<file path="src/rtl/cheri_pkg.sv">
// ---------------------------------------------------------------------------
// cheri_pkg
//   Shared CHERI types for the ALU write-back path.
//   - op_cap_t    : capability as produced by the CHERI ALU
//   - wbq_entry_t : one write-back queue slot (valid, exc, rd, ocap)
//   - wbq_ptr_w() : pointer width for a queue of a given depth (min 1 bit)
// ---------------------------------------------------------------------------
package cheri_pkg;

    // Widest register index a queue entry can hold; instances use RD_W <= this.
    localparam int unsigned WBQ_RD_W = 5;

    typedef struct packed {
        logic        tag;
        logic [11:0] perms;
        logic [3:0]  otype;
        logic [31:0] addr;
    } op_cap_t;

    typedef struct packed {
        logic                valid;
        logic                exc;
        logic [WBQ_RD_W-1:0] rd;
        op_cap_t             ocap;
    } wbq_entry_t;

    function automatic int unsigned wbq_ptr_w(input int unsigned depth);
        return (depth > 1) ? $clog2(depth) : 1;
    endfunction

endpackage

</file>
<file path="src/rtl/cheri_wbq_fwd.sv">
// ---------------------------------------------------------------------------
// cheri_wbq_fwd
//   Youngest-match forwarding lookup for one operand source index.
//   Purely combinational over the registered queue state.
//   Ports:
//     entries  in  queue storage array (DEPTH entries)
//     head_ptr in  index of the oldest entry
//     count    in  number of queued entries
//     rs       in  source register index (0 never hits)
//     hit      out a valid, forwardable entry targets rs
//     ocap     out capability of the youngest such entry, 0 when no hit
// ---------------------------------------------------------------------------
module cheri_wbq_fwd
    import cheri_pkg::*;
#(
    parameter int unsigned DEPTH = 2,
    parameter int unsigned PTR_W = 1,
    parameter int unsigned CNT_W = 2,
    parameter int unsigned RD_W  = 5
) (
    input  wbq_entry_t       entries [DEPTH],
    input  logic [PTR_W-1:0] head_ptr,
    input  logic [CNT_W-1:0] count,
    input  logic [RD_W-1:0]  rs,
    output logic             hit,
    output op_cap_t          ocap
);

    int unsigned      pos;
    logic [PTR_W-1:0] idx;

    // Walk oldest to youngest so the last match (youngest) wins.
    always_comb begin
        hit  = 1'b0;
        ocap = '0;
        pos  = 0;
        idx  = '0;
        for (int unsigned k = 0; k < DEPTH; k++) begin
            pos = 32'(head_ptr) + k;
            if (pos >= DEPTH) begin
                pos = pos - DEPTH;
            end
            idx = PTR_W'(pos);
            if ((k < 32'(count)) && entries[idx].valid && !entries[idx].exc &&
                (rs != '0) && (entries[idx].rd == WBQ_RD_W'(rs))) begin
                hit  = 1'b1;
                ocap = entries[idx].ocap;
            end
        end
    end

endmodule

</file>
<file path="src/rtl/cheri_alu_wb_queue.sv">
// ---------------------------------------------------------------------------
// cheri_alu_wb_queue
//   In-order queue between the CHERI ALU result register and the capability
//   register-file write port, with operand forwarding of queued results.
//   Optional feature macro: CHERI_TAGCLR_EXC_EN (tag-clear results retire as
//   exceptions and discard all younger entries).
//   Ports:
//     clk_i, rst_i            clock, asynchronous active-high reset
//     flush_i                 discard all queued entries at the next edge
//     in_valid_i/in_ready_o   ALU result handshake
//     in_rd_i, in_ocap_i      ALU result destination and capability
//     in_tagclr_i             ALU cleared the tag on a violation
//     wb_valid_o/wb_ready_i   write-port handshake for the head entry
//     wb_we_o, wb_rd_o        head performs a write / its destination
//     wb_ocap_o, exc_o        head capability / head retires as exception
//     fwd_rs_i                two operand-stage source indices
//     fwd_hit_o, fwd_ocap_o   per-source forwarding hit and capability
// ---------------------------------------------------------------------------
module cheri_alu_wb_queue
    import cheri_pkg::*;
#(
    parameter int unsigned DEPTH = 2,
    parameter int unsigned RD_W  = 5
) (
    input  logic                 clk_i,
    input  logic                 rst_i,
    input  logic                 flush_i,
    input  logic                 in_valid_i,
    output logic                 in_ready_o,
    input  logic [RD_W-1:0]      in_rd_i,
    input  op_cap_t              in_ocap_i,
    input  logic                 in_tagclr_i,
    output logic                 wb_valid_o,
    input  logic                 wb_ready_i,
    output logic                 wb_we_o,
    output logic [RD_W-1:0]      wb_rd_o,
    output op_cap_t              wb_ocap_o,
    output logic                 exc_o,
    input  logic [1:0][RD_W-1:0] fwd_rs_i,
    output logic [1:0]           fwd_hit_o,
    output op_cap_t [1:0]        fwd_ocap_o
);

    localparam int unsigned PTR_W = wbq_ptr_w(DEPTH);
    localparam int unsigned CNT_W = $clog2(DEPTH + 1);

    wbq_entry_t       q [DEPTH];
    logic [PTR_W-1:0] rd_ptr;
    logic [PTR_W-1:0] wr_ptr;
    logic [CNT_W-1:0] count;

    wbq_entry_t head;
    logic       full;
    logic       push;
    logic       pop;
    logic       in_exc;
    logic       exc_pop;
    logic       kill;

    function automatic logic [PTR_W-1:0] ptr_inc(input logic [PTR_W-1:0] p);
        return (p == PTR_W'(DEPTH - 1)) ? '0 : p + PTR_W'(1);
    endfunction

    assign head = q[rd_ptr];
    assign full = (count == CNT_W'(DEPTH));

    assign wb_valid_o = head.valid;
    assign pop        = head.valid & wb_ready_i;
    assign in_ready_o = ~full | pop;
    assign push       = in_valid_i & in_ready_o;

    // Payloads are not cleared on flush, so qualify them with the head valid.
    assign wb_rd_o   = head.valid ? RD_W'(head.rd) : '0;
    assign wb_ocap_o = head.valid ? head.ocap : '0;
    assign wb_we_o   = head.valid & ~head.exc & (head.rd != '0) & ~flush_i;

`ifdef CHERI_TAGCLR_EXC_EN
    assign in_exc  = in_tagclr_i;
    assign exc_pop = pop & head.exc;
    assign exc_o   = head.valid & head.exc & ~flush_i;
`else
    assign in_exc  = in_tagclr_i & 1'b0;
    assign exc_pop = 1'b0;
    assign exc_o   = 1'b0;
`endif

    // An exception retiring drops every younger entry exactly like a flush.
    assign kill = flush_i | exc_pop;

    always_ff @(posedge clk_i or posedge rst_i) begin
        if (rst_i) begin
            rd_ptr <= '0;
            wr_ptr <= '0;
            count  <= '0;
            for (int unsigned i = 0; i < DEPTH; i++) begin
                q[i] <= '0;
            end
        end else if (kill) begin
            rd_ptr <= '0;
            wr_ptr <= '0;
            count  <= '0;
            for (int unsigned i = 0; i < DEPTH; i++) begin
                q[i].valid <= 1'b0;
            end
        end else begin
            // Pop is written first so a same-slot push (full + pop) wins.
            if (pop) begin
                q[rd_ptr].valid <= 1'b0;
                rd_ptr          <= ptr_inc(rd_ptr);
            end
            if (push) begin
                q[wr_ptr] <= '{valid: 1'b1, exc: in_exc,
                               rd: WBQ_RD_W'(in_rd_i), ocap: in_ocap_i};
                wr_ptr    <= ptr_inc(wr_ptr);
            end
            if (push && !pop) begin
                count <= count + CNT_W'(1);
            end else if (pop && !push) begin
                count <= count - CNT_W'(1);
            end
        end
    end

    for (genvar i = 0; i < 2; i++) begin : g_fwd
        cheri_wbq_fwd #(
            .DEPTH(DEPTH),
            .PTR_W(PTR_W),
            .CNT_W(CNT_W),
            .RD_W (RD_W)
        ) u_fwd (
            .entries (q),
            .head_ptr(rd_ptr),
            .count   (count),
            .rs      (fwd_rs_i[i]),
            .hit     (fwd_hit_o[i]),
            .ocap    (fwd_ocap_o[i])
        );
    end

endmodule

</file>
<file path="config.mk">
export PLATFORM = sky130hd
export DESIGN_NAME = cheri_alu_wb_queue
export DESIGN_NICKNAME = d
export VERILOG_FILES = /design/src/rtl/cheri_pkg.sv /design/src/rtl/cheri_wbq_fwd.sv /design/src/rtl/cheri_alu_wb_queue.sv
export SDC_FILE = /design/constraint.sdc
export NUM_CORES = 1
export LEC_CHECK = 0
export CORE_AREA = 2 2 122 124
export CTS_BUF_LIST = sky130_fd_sc_hd__clkbuf_8
export DETAILED_ROUTE_END_ITERATION = 7
export DIE_AREA = 0 0 124 126
export PLACE_DENSITY_LB_ADDON = 0.25
export SLEW_MARGIN = 5
export SYNTH_ARGS = -nofsm -noshare
export SYNTH_HDL_FRONTEND = slang
export SYNTH_SLANG_ARGS = --single-unit
export TNS_END_PERCENT = 10
</file>
<file path="constraint.sdc">
create_clock -name clk_i -period 4.3 [get_ports clk_i]
set_clock_uncertainty 0.1 [all_clocks]
set_input_delay 0.645 -clock clk_i [delete_from_list [all_inputs] [get_ports clk_i]]
set_output_delay 0.645 -clock clk_i [all_outputs]
set_load 0.03 [all_outputs]
</file>
# Yosys cells after proc, flatten, opt, wreduce, memory -nomap -nowiden
# Index checks and enable logic that the tools add are counted.
# Widths: inputs -> output; s select.
# totals
register_bits	116
wordCells	119
# classes
add_sub_neg	7
n_mux	41
bitwise	13
n_reduce_logical	26
n_eq_ne	5
order_cmp	10
# ops
cell	count
$mux 56	11
$mux 112	3
$mux 49	5
$bwmux 112	2
$demux 56 s1	2
$eq 5x5->1	4
$logic_and 1x1->1	16
$reduce_bool 5->1	3
$mux 1	14
$ge 2x2->1 const B	5
$not 1->2	4
$mux 2	3
$and 1x1->1	5
$mux 5	1
$logic_not 1->1	4
$lt 1x2->1 const A	2
$lt 2x1->1 const B	2
$reduce_bool 2->1	2
$not 1->1	3
$reduce_bool 3->1	1
$add 1x1->1 const B	2
$add 1x1->2 const B	1
$add 2x1->2 const B	1
$eq 2x2->1 const B	1
4 further kinds	5

# Longest topological paths before layout
# Gate-level depths: netlist (run 1).
# depth
ltp_word	12
depth_mapped	10
ltp_nobuf	7

# Cells and area by module
# Synthesis (run 1) repeated with hierarchy kept, for this count alone.
# unflattened
cells_unflattened	843
hier_area_um2	8555.7
# by_module_without_submodules
module	n_inst	seq_area_each_um2	cells_per_inst	area_per_inst_um2
cheri_alu_wb_queue	1	2852.7	397	5410.2
cheri_wbq_fwd	2	0.0	223	1572.8

# Worst setup path after synthesis (run 1)
# No wires, ideal clock.
# synth_path
kind	register -> output
from	register rd_ptr
to	output port fwd_ocap_o[20] (netlist bit)
path_buffers	3
stages_incl_launch_ff	10
path_slack_ns	1.021
t_arrival_ns	2.534
cell_sequence	dfrtp_1 buf_6 mux2i_2 xor2_1 nand4_1 or4_4 mux2_4 buf_2 buf_6 a22o_1
# synth_rtl
element	line_no	source
start: declaration	cheri_alu_wb_queue.sv:48	logic [PTR_W-1:0] rd_ptr;
start signal: assignment	cheri_alu_wb_queue.sv:109	rd_ptr <= ptr_inc(rd_ptr);
end: declaration	cheri_alu_wb_queue.sv:41	output op_cap_t [1:0] fwd_ocap_o

==> metrics, run 1 <==
Mapped Cells 570; worst hold path class register to register; global-route wire length before repair roughly 31000 um; Die H between 100 and 150 um; Routed WL around 20000 um; GRT overflow 0; final slew viol count 0; maxcap violations 0; ratio of cells with drive above 1 in the final layout 0.3367; Synth Flop Type dfrtp_1; P&R area growth vs syn 40.84%; IO Pins approximately 230; DR iter-0 viols around 260; synth cell count leaders 114 x dfrtp_1, 108 x mux2_2, 98 x a22o_1; largest cells by area after synthesis dfrtp_1 43%, mux2_2 18%, a22o_1 13%, mux2i_1 9.2%, nor2_1 3.7%; FP Rows between 40 and 50; Setup-failing EPs final 0; Req. time, crit path approximately 3600 ps; slowest CP cell dfrtp_4; Top cell by count, worst path buf_4; average cell area after synthesis 11.62 um^2; Hold Violations, Final 0; sequential share of the synthesized area 0.4307; area leader, netlist dfrtp_1; relative slew slack 0.4785; Root Buffer clkbuf_8; CP arrival 3420 ps; Tmin final around 4200 ps; Syn Nets 643; fraction of registers with async set/reset 1.000; Die Wd between 100 and 150 um; GPL Wtd Cong a little over 0.8; max incr delay on CP ~600 ps; top-count cell post-synth dfrtp_1; vias in the first global route slightly below 6000; fin cells 977; synth unique cells 39; crit path kind register to output pin; wire per inst about 20 um; status finished clean; Yosys top cell area share 0.4307; Setup WS post-layout around 140 ps; Clock H-tree levels 4; Cells after DPL between 900 and 1000; CTS clk-pin slew, worst paths 70 ps; design area 9329 um^2; hold buffers post-CTS 0; final clock period utilization by the worst path 0.9684; Pleak between 0.003 and 0.004 uW; Power Density 564.0 nW/um^2; antenna viol nets, final 0; Crit. End Element output pin; Initial Util 0.4628; TritonCTS clock tree done; Yosys warnings 0; Residual DRC 0; hpwl dp 12910 um; largest net degree at the start of global routing 65; Post-Syn Area between 6000 and 7000 um^2; pre-CTS setup slack approximately 360 ps; critical-path cell list mux2i_1, xor2_1, nand4_1, or4_4, mux2i_4, buf_4, a22o_1, buf_4; Area after DPL approximately 8800 um^2; RSZ-0062 raised after global routing no; setup TNS 0 ps; all-layer global routing usage 0.2585; worst skew pair latency about 440 ps; DR pass1 iterations 4; Worst Tran Pin Value ~780 ps; clock buffer depth 2; CTS buffer count 17; diode count 0; via count around 5600; Core Area about 14000 um^2; Worst IR Drop VDD approximately 0.00032 V; vias per std cell a little under 6; Final Net Count around 850; die area around 16000 um^2; Port Buffers 225; CP Launch Type register; initial antenna violation count 0; CTS sink cnt 114; fmax roughly 0.24 GHz; number of synthesized flops with an enable pin 0; FF+latch count, synth around 110; Critical Path Fanout Max 28
power breakdown:
group | total (uW) | switching (uW) | internal [uW] | leakage, uW
clock network | 1120 | 438 | 687 | 0.000234
registers | 2150 | 541 | 1600 | 0.00136
logic | 1990 | 973 | 1020 | 0.00237
per-stage QoR:
| stage | utilization | hold WS [ps] | total power, uW |
|---|---|---|---|
| detailed placement | 0.6176 | 424.2 | 4131 |
| global placement | 0.6176 | 413.1 | 4003 |
| global route | 0.6517 | 454.6 | 5561 |
| finish | 0.6517 | 436.0 | 5262 |
| CTS | 0.6489 | 439.6 | 5269 |
| floorplan | - | 385.8 | 3409 |
layout make-up:
type / instances / area [um^2]
Multi-Input combinational cell: 402 / 3562
Sequential cell: 114 / 2856
Fill cell: 1103 / 4985
Inverter: 6 / 25.02
Clock inverter: 11 / 158.9
Clock buffer: 21 / 289.0
Timing Repair Buffer: 239 / 2207
Tap cell: 184 / 230.2
layer usage:
layer	routed length (um)	share of wire	GRT usage	vias to the layer above
met2	9919	0.50	0.4360	222
li1	-	-	-	2520
met3	1522	0.076	0.08062	41
met1	8061	0.40	0.3039	2861
met4	494	0.025	0.1044	0
met5	0	0	0	-
logic make-up after synthesis:
family,share of synthesized area
mux,0.2845
flops,0.4307
compound gates,0.1426
simple gates,0.06441
buf+inv,0.04250
xor+xnor,0.02909
fa+ha+maj,0.005667
other cells,0.0005661
layout by cell type, fill, tap and decap left out, drive strengths merged, types with 2 or more instances in the layout:
master / synthesis / final
a211oi: 2 / 2
a21oi: 4 / 4
a22o: 98 / 98
buf: 30 / 112
bufinv: 0 / 4
clkbuf: 18 / 21
clkdlybuf4s50: 0 / 127
clkinv: 0 / 4
dfrtp: 114 / 114
ha: 3 / 3
inv: 6 / 8
mux2: 110 / 110
mux2i: 63 / 63
nand2: 5 / 5
nand2b: 3 / 3
nand3: 2 / 2
nand4: 3 / 3
nor2: 66 / 66
nor3: 4 / 4
nor4: 2 / 2
or4: 4 / 4
xnor2: 12 / 12
xor2: 10 / 10
path summary, 6_finish.rpt:
check                                      to               start  cells past startpoint  slack, ps
setup / recovery               fwd_ocap_o[44]  rd_ptr$_DFFE_PP0P_                      8        140
hold / removal             q[105]$_DFFE_PP0P_  q[105]$_DFFE_PP0P_                      1        440
hold reg to reg            q[105]$_DFFE_PP0P_  q[105]$_DFFE_PP0P_                      1        440
min in group asynchronous   q[66]$_DFFE_PP0P_               rst_i                      2        540
max in group asynchronous   q[18]$_DFFE_PP0P_               rst_i                      3       2740
setup reg to reg            q[18]$_DFFE_PP0P_  rd_ptr$_DFFE_PP0P_                      8       1140
registers in the layout, summed over array words and instances (netlist names):
register,count
q,110
count,2
rd_ptr,1
wr_ptr,1
timing repair:
| item | CTS | global route |
|---|---|---|
| resized for setup | 0 | 4 |
| setup endpoints to repair | 7 | 98 |
| gates cloned | 0 | 0 |
| buffers inserted | 0 | 1 |
critical path, delay by kind of cell (launching register included):
family / cells / cell delay [ps]
AO/OA/AOI/OAI: 1 / 250
XOR/XNOR: 1 / 200
buffers and inverters: 2 / 560
flip-flops: 1 / 590
multiplexers: 2 / 650
AND/OR/NAND/NOR: 2 / 710
Power figures use the tool's default switching activity.
==> run 2, diff against run 1 <==
--- a/config.mk
+++ b/config.mk
@@ -7,6 +7,7 @@
 export LEC_CHECK = 0
 export CORE_AREA = 2 2 122 124
 export CTS_BUF_LIST = sky130_fd_sc_hd__clkbuf_8
+export CTS_CLUSTER_DIAMETER = 100
 export DETAILED_ROUTE_END_ITERATION = 7
 export DIE_AREA = 0 0 124 126
 export PLACE_DENSITY_LB_ADDON = 0.25
==> results of run 2 <==
No change in the layout: final DEF, timing and power equal those of run 1.
==> run 3, diff against run 2 <==
--- a/config.mk
+++ b/config.mk
@@ -11,7 +11,7 @@
 export DETAILED_ROUTE_END_ITERATION = 7
 export DIE_AREA = 0 0 124 126
 export PLACE_DENSITY_LB_ADDON = 0.25
-export SLEW_MARGIN = 5
+export SLEW_MARGIN = 20
 export SYNTH_ARGS = -nofsm -noshare
 export SYNTH_HDL_FRONTEND = slang
 export SYNTH_SLANG_ARGS = --single-unit
==> results of run 3 <==
No change in the layout: final DEF, timing and power equal those of run 1.
